[src/rtl/float_pkg.sv]
// Shared constants and operand-class type for the float add stage.
package float_pkg;

   localparam int          EXP_W   = 8;
   localparam int          FRAC_W  = 23;
   localparam logic [7:0]  EXP_MAX = 8'hFF;
   localparam logic [31:0] QNAN    = 32'h7FC0_0000;

   // Operand classes the adder cannot handle on its own.
   typedef struct packed {
      logic zero;      // exponent 0 (zero or denormal, denormals flushed)
      logic special;   // exponent all-ones (Inf or NaN)
   } fp_class_t;

endpackage

[src/rtl/float_classify.sv]
// Combinational classifier for one IEEE-754 single operand.
module float_classify
   import float_pkg::*;
(
   input  logic [31:0] operand,
   output fp_class_t   cls
);

   logic [EXP_W-1:0] exp_field;

   assign exp_field   = operand[FRAC_W +: EXP_W];
   assign cls.zero    = (exp_field == '0);
   assign cls.special = (exp_field == EXP_MAX);

endmodule

[src/rtl/float_add_stage.sv]
// Two-stage issue/retire wrapper around an external combinational FloatAdder.
// S1 holds the operands (which drive the adder) plus their classification;
// S2 holds the selected result until the consumer takes it.
module float_add_stage
   import float_pkg::*;
#(
   parameter int TAG_W = 5,
   parameter int CNT_W = 16
)
(
   input  logic             clk,
   input  logic             rst,
   input  logic             in_valid,
   output logic             in_ready,
   input  logic [31:0]      in_a,
   input  logic [31:0]      in_b,
   input  logic [TAG_W-1:0] in_tag,
   output logic [31:0]      add_num1,
   output logic [31:0]      add_num2,
   input  logic [31:0]      add_sum,
   output logic             out_valid,
   input  logic             out_ready,
   output logic [31:0]      out_sum,
   output logic [TAG_W-1:0] out_tag,
   output logic             out_bypass,
   output logic             out_invalid,
   output logic [CNT_W-1:0] op_count
);

   // S1 state
   logic             s1_valid_reg;
   logic [31:0]      a_reg;
   logic [31:0]      b_reg;
   logic [TAG_W-1:0] s1_tag_reg;
   fp_class_t        a_cls_reg;
   fp_class_t        b_cls_reg;
   logic             cancel_reg;

   // S2 state
   logic             s2_valid_reg;
   logic [31:0]      sum_reg;
   logic [TAG_W-1:0] s2_tag_reg;
   logic             bypass_reg;
   logic             invalid_reg;
   logic [CNT_W-1:0] count_reg;

   // Combinational helpers
   logic [31:0]      in_ops [2];
   fp_class_t        in_cls [2];
   logic             in_cancel;
   logic             s2_free;
   logic             s1_adv;
   logic             accept;
   logic             retire;
   logic [31:0]      sum_next;
   logic             bypass_next;
   logic             invalid_next;

   assign in_ops[0] = in_a;
   assign in_ops[1] = in_b;

   generate
      for (genvar gi = 0; gi < 2; gi++) begin : g_cls
         float_classify u_classify (
            .operand (in_ops[gi]),
            .cls     (in_cls[gi])
         );
      end
   endgenerate

   // Exact cancellation only matters when both operands are ordinary normals;
   // zero and special cases are resolved by higher-priority rules.
   assign in_cancel = (in_a[30:0] == in_b[30:0]) && (in_a[31] != in_b[31]) &&
                      !in_cls[0].zero && !in_cls[0].special &&
                      !in_cls[1].zero && !in_cls[1].special;

   assign s2_free  = !s2_valid_reg || out_ready;
   assign s1_adv   = s1_valid_reg && s2_free;
   assign in_ready = !s1_valid_reg || s2_free;
   assign accept   = in_valid && in_ready;
   assign retire   = s2_valid_reg && out_ready;

   // Result select for the S1 -> S2 transfer, highest priority first.
   always_comb begin
      sum_next     = add_sum;
      bypass_next  = 1'b0;
      invalid_next = 1'b0;
      if (a_cls_reg.special || b_cls_reg.special) begin
         sum_next     = QNAN;
         bypass_next  = 1'b1;
         invalid_next = 1'b1;
      end else if (a_cls_reg.zero && b_cls_reg.zero) begin
         sum_next    = {a_reg[31] & b_reg[31], 31'b0};
         bypass_next = 1'b1;
      end else if (a_cls_reg.zero) begin
         sum_next    = b_reg;
         bypass_next = 1'b1;
      end else if (b_cls_reg.zero) begin
         sum_next    = a_reg;
         bypass_next = 1'b1;
      end else if (cancel_reg) begin
         sum_next    = 32'h0000_0000;
         bypass_next = 1'b1;
      end
   end

   // S1: load on accept, otherwise empty out when the pair moves to S2.
   always_ff @(posedge clk) begin
      if (rst) begin
         s1_valid_reg <= 1'b0;
         a_reg        <= '0;
         b_reg        <= '0;
         s1_tag_reg   <= '0;
         a_cls_reg    <= '0;
         b_cls_reg    <= '0;
         cancel_reg   <= 1'b0;
      end else if (accept) begin
         s1_valid_reg <= 1'b1;
         a_reg        <= in_a;
         b_reg        <= in_b;
         s1_tag_reg   <= in_tag;
         a_cls_reg    <= in_cls[0];
         b_cls_reg    <= in_cls[1];
         cancel_reg   <= in_cancel;
      end else if (s1_adv) begin
         s1_valid_reg <= 1'b0;
      end
   end

   // S2: capture the selected result when S1 advances; hold while stalled.
   always_ff @(posedge clk) begin
      if (rst) begin
         s2_valid_reg <= 1'b0;
         sum_reg      <= '0;
         s2_tag_reg   <= '0;
         bypass_reg   <= 1'b0;
         invalid_reg  <= 1'b0;
      end else if (s1_adv) begin
         s2_valid_reg <= 1'b1;
         sum_reg      <= sum_next;
         s2_tag_reg   <= s1_tag_reg;
         bypass_reg   <= bypass_next;
         invalid_reg  <= invalid_next;
      end else if (retire) begin
         s2_valid_reg <= 1'b0;
      end
   end

   // Retired-operation counter, wraps silently.
   always_ff @(posedge clk) begin
      if (rst) begin
         count_reg <= '0;
      end else if (retire) begin
         count_reg <= count_reg + CNT_W'(1);
      end
   end

   assign add_num1    = a_reg;
   assign add_num2    = b_reg;
   assign out_valid   = s2_valid_reg;
   assign out_sum     = sum_reg;
   assign out_tag     = s2_tag_reg;
   assign out_bypass  = bypass_reg;
   assign out_invalid = invalid_reg;
   assign op_count    = count_reg;

endmodule

[config.mk]
export PLATFORM = sky130hd
export DESIGN_NAME = float_add_stage
export DESIGN_NICKNAME = d
export VERILOG_FILES = /design/src/rtl/float_pkg.sv /design/src/rtl/float_classify.sv /design/src/rtl/float_add_stage.sv
export SDC_FILE = /design/constraint.sdc
export NUM_CORES = 1
export LEC_CHECK = 0
export CAP_MARGIN = 10
export CORE_MARGIN = 2
export CORE_UTILIZATION = 47
export CTS_CLUSTER_SIZE = 14
export DETAILED_ROUTE_END_ITERATION = 8
export PLACE_DENSITY_LB_ADDON = 0.05
export SKIP_CTS_REPAIR_TIMING = 1
export SYNTH_ARGS = -nofsm -noshare
export SYNTH_HDL_FRONTEND = slang
export SYNTH_SLANG_ARGS = --single-unit
[constraint.sdc]
create_clock -name clk -period 2.1 [get_ports clk]
set_clock_uncertainty 0.1 [all_clocks]
set_input_delay 0.21 -clock clk [delete_from_list [all_inputs] [get_ports clk]]
set_output_delay 0.21 -clock clk [all_outputs]
set_load 0.02 [all_outputs]
==> results.json <==
{
  "outcome": "finished clean",
  "critical_path_class": "input port to flip-flop",
  "coreArea_um2": 12010,
  "rsz0062_at_grt": "false",
  "fillCellCount": 927,
  "fmax_ghz": 0.5486,
  "ys_seq_elements": 131,
  "arrival_ns": 2.08,
  "synthTopCellsByArea": "dfxtp_1 (45%), nand2_1 (12%), a21oi_1 (8.1%)",
  "viasPerCell": 5.596,
  "synth_cell_types": 41,
  "multi_input_area_um2": 2898,
  "routed_wl_mm": 19.22,
  "globalplace.congestion": 0.9877,
  "timing.critical_path.from_type": "input port",
  "ios": 226,
  "wl_per_cell_um": 17.65,
  "power.switching_mw": 1.678,
  "grt_pass1_wl_mm": 30.27,
  "syn_area_per_cell_um2": 8.155,
  "power_density_nw_per_um2": 747.5,
  "die_area_um2": 13170,
  "initial_core_util_pct": 48.00,
  "required_ns": 2.36,
  "synthArstFlopShare_pct": 0,
  "cp_common_cell": "nor4_1",
  "area_growth_syn_to_layout_pct": 53.75,
  "critical_path.cell_chain": "clkdlybuf4s50_1 > xor2_1 > nor4_1 > buf_4 > nand4_1 > nor4_1 > a31o_1",
  "grt-ovfl-total": 0,
  "grt.total_usage_pct": 29.29,
  "fin_ws_ns": 0.2773,
  "cpPeakStageDelay_ns": 0.53,
  "p_seq_share_pct": 40.8,
  "cts_sinks": 131,
  "antenna_found_initial": 0,
  "period_needed_ns": 1.823,
  "grt_pass1_vias": 6109,
  "drv_slew": 0,
  "cts_max_level": 4,
  "syn-num-nets": 813,
  "relSlewSlack_pct": 60.70,
  "ys_top_cells_by_count": "nand2_1 (185), dfxtp_1 (131), a21oi_1 (93)",
  "total_leakage_power_nw": 3.256,
  "max_cap_viol_count": 0,
  "vias": 6094,
  "syn_inst": 707,
  "cts_root_buf": "clkbuf_16",
  "ys.flop_type": "dfxtp_1",
  "rows": 40,
  "drc": 0,
  "netlist.area_leader.share_pct": 45.49,
  "hold_viol": 0,
  "intPower_mw": 4.949,
  "clk_path_buf_depth": 2,
  "placed_area_um2": 8300,
  "hpwl_mm": 14.06,
  "synth_largest_area_cell": "dfxtp_1",
  "clock_power_share_pct": 42.2,
  "seqCellArea_um2": 2625,
  "drtPass1Iterations": 5,
  "path_max_fanout": 2,
  "critPathCaptureType": "flip-flop",
  "seq_area_frac_synth_pct": 45.49,
  "io_buffers": 225,
  "final_antenna_net_count": 0,
  "finalNetCount": 1035,
  "dieHeight_um": 114.8,
  "stdcell_area_um2": 8865,
  "synthesis.area_um2": 5766,
  "dieWidth_um": 114.8,
  "numCtsBuffers": 17,
  "drive_above_1_share_pct": 9.660,
  "finalPower_mw": 6.626,
  "worst_pin_slew_ns": 0.5895,
  "grt_max_degree": 54,
  "setup_violations": 0,
  "synth_most_common_cell": "nand2_1",
  "drt-initial-drc-count": 500,
  "critical-path-top-delay-family": "simple AND/OR/NAND/NOR gates",
  "num_antenna_cells": 0,
  "p_comb_share_pct": 17.0,
  "hold_path.class": "input port to flip-flop",
  "synth_edf_count": 0,
  "path_buf_inv": 2,
  "cts.clk_slew.worst_paths_ns": 0.05,
  "timing.final.crit_share_pct": 86.80,
  "critPathSlowestCell": "nor4_1",
  "place_ws_ns": -0.1122,
  "ys.warnings.count": 0,
  "max-vdd-ir-drop_mv": 0.6126,
  "cts_tree": "done",
  "switching_share_pct": 25.32,
  "clock_latency_ns": 0.41
}
-- placed cells by master (no fill, tap or decap), drive strengths merged --
master	instances
clkdlybuf4s50	223
bufinv	1
nor4	13
and2	2
ha	1
xor2	26
a211oi	1
xnor2	18
o21ai	35
or4	2
nand2b	2
clkinv	3
nand4	11
nor2	42
a311o	1
or3	5
nor3	3
a31o	1
and3	1
and2b	1
inv	5
o211ai	9
o22ai	1
a22oi	44
dfxtp	131
and4	2
nand2	186
a2111oi	1
nor3b	1
nand3	6
a221o	9
clkbuf	28
a21oi	95
dlymetal6s2s	1
buf	31
-- final cells by class --
class	instances	share of cell area, %
Timing Repair Buffer	255	29.08
Tap cell	147	2.075
Multi-Input combinational cell	519	32.69
Clock buffer	28	5.829
Sequential cell	131	29.61
Clock inverter	4	0.5081
Inverter	5	0.2117
-- worst paths after layout --
check	start	depth (start not counted)	slack, ns	end
worst max-delay path	in_a[10]	7	0.28	cancel_reg
worst min-delay path	rst	2	0.19	op_count[3]
worst min register to register	s1_tag_reg[2]	2	0.36	out_tag[2]
worst max register to register	out_valid	5	0.41	op_count[15]
-- power by group through the flow --
stage               clock network (mW)  logic (mW)  registers (mW)
finish                            2.79        1.13            2.71
global route                      2.96        1.20            2.72
CTS                               2.83        1.12            2.70
detailed placement                   0        1.12            2.76
global placement                     0        1.10            2.75
floorplan                            0       0.377            2.87
-- metrics by stage --
step	setup TNS [ns]	hold WS [ns]	std cells	util [%]
2_1_floorplan	0	0.2460	707	-
4_1_cts	0	0.1745	1089	73.78
6_report	0	0.1912	1089	73.80
3_5_place_dp	-0.1122	0.3534	1057	69.10
3_3_place_gp	-0.08467	0.3469	1057	69.10
5_1_grt	0	0.1999	1089	73.80
-- per-layer routing --
layer,global-route usage [%],share of wire [%],vias to the layer above
li1,-,-,2899
met1,34.40,39,2856
met2,49.98,50,293
met3,8.224,7.7,46
met4,13.17,3.5,0
met5,0,0,-
-- worst register-to-register path: stages, from the launching register on --
cell     delay, ns
dfxtp_1       0.42
and3_1        0.24
nand3_1       0.26
nor4_2        0.33
xnor2_1       0.16
nor2_1        0.05
-- cell families (layout without fill, tap and decap cells) --
group,after synthesis,in the layout,synth area share (%)
AO/OA/AOI/OAI,197,197,21.79
XOR/XNOR,44,44,6.684
buffers and inverters,57,292,4.471
flip-flops,131,131,45.49
AND/OR/NAND/NOR,277,277,21.35
adder cells (fa/ha/maj),1,1,0.2170
(Power assumes the default switching activity.)
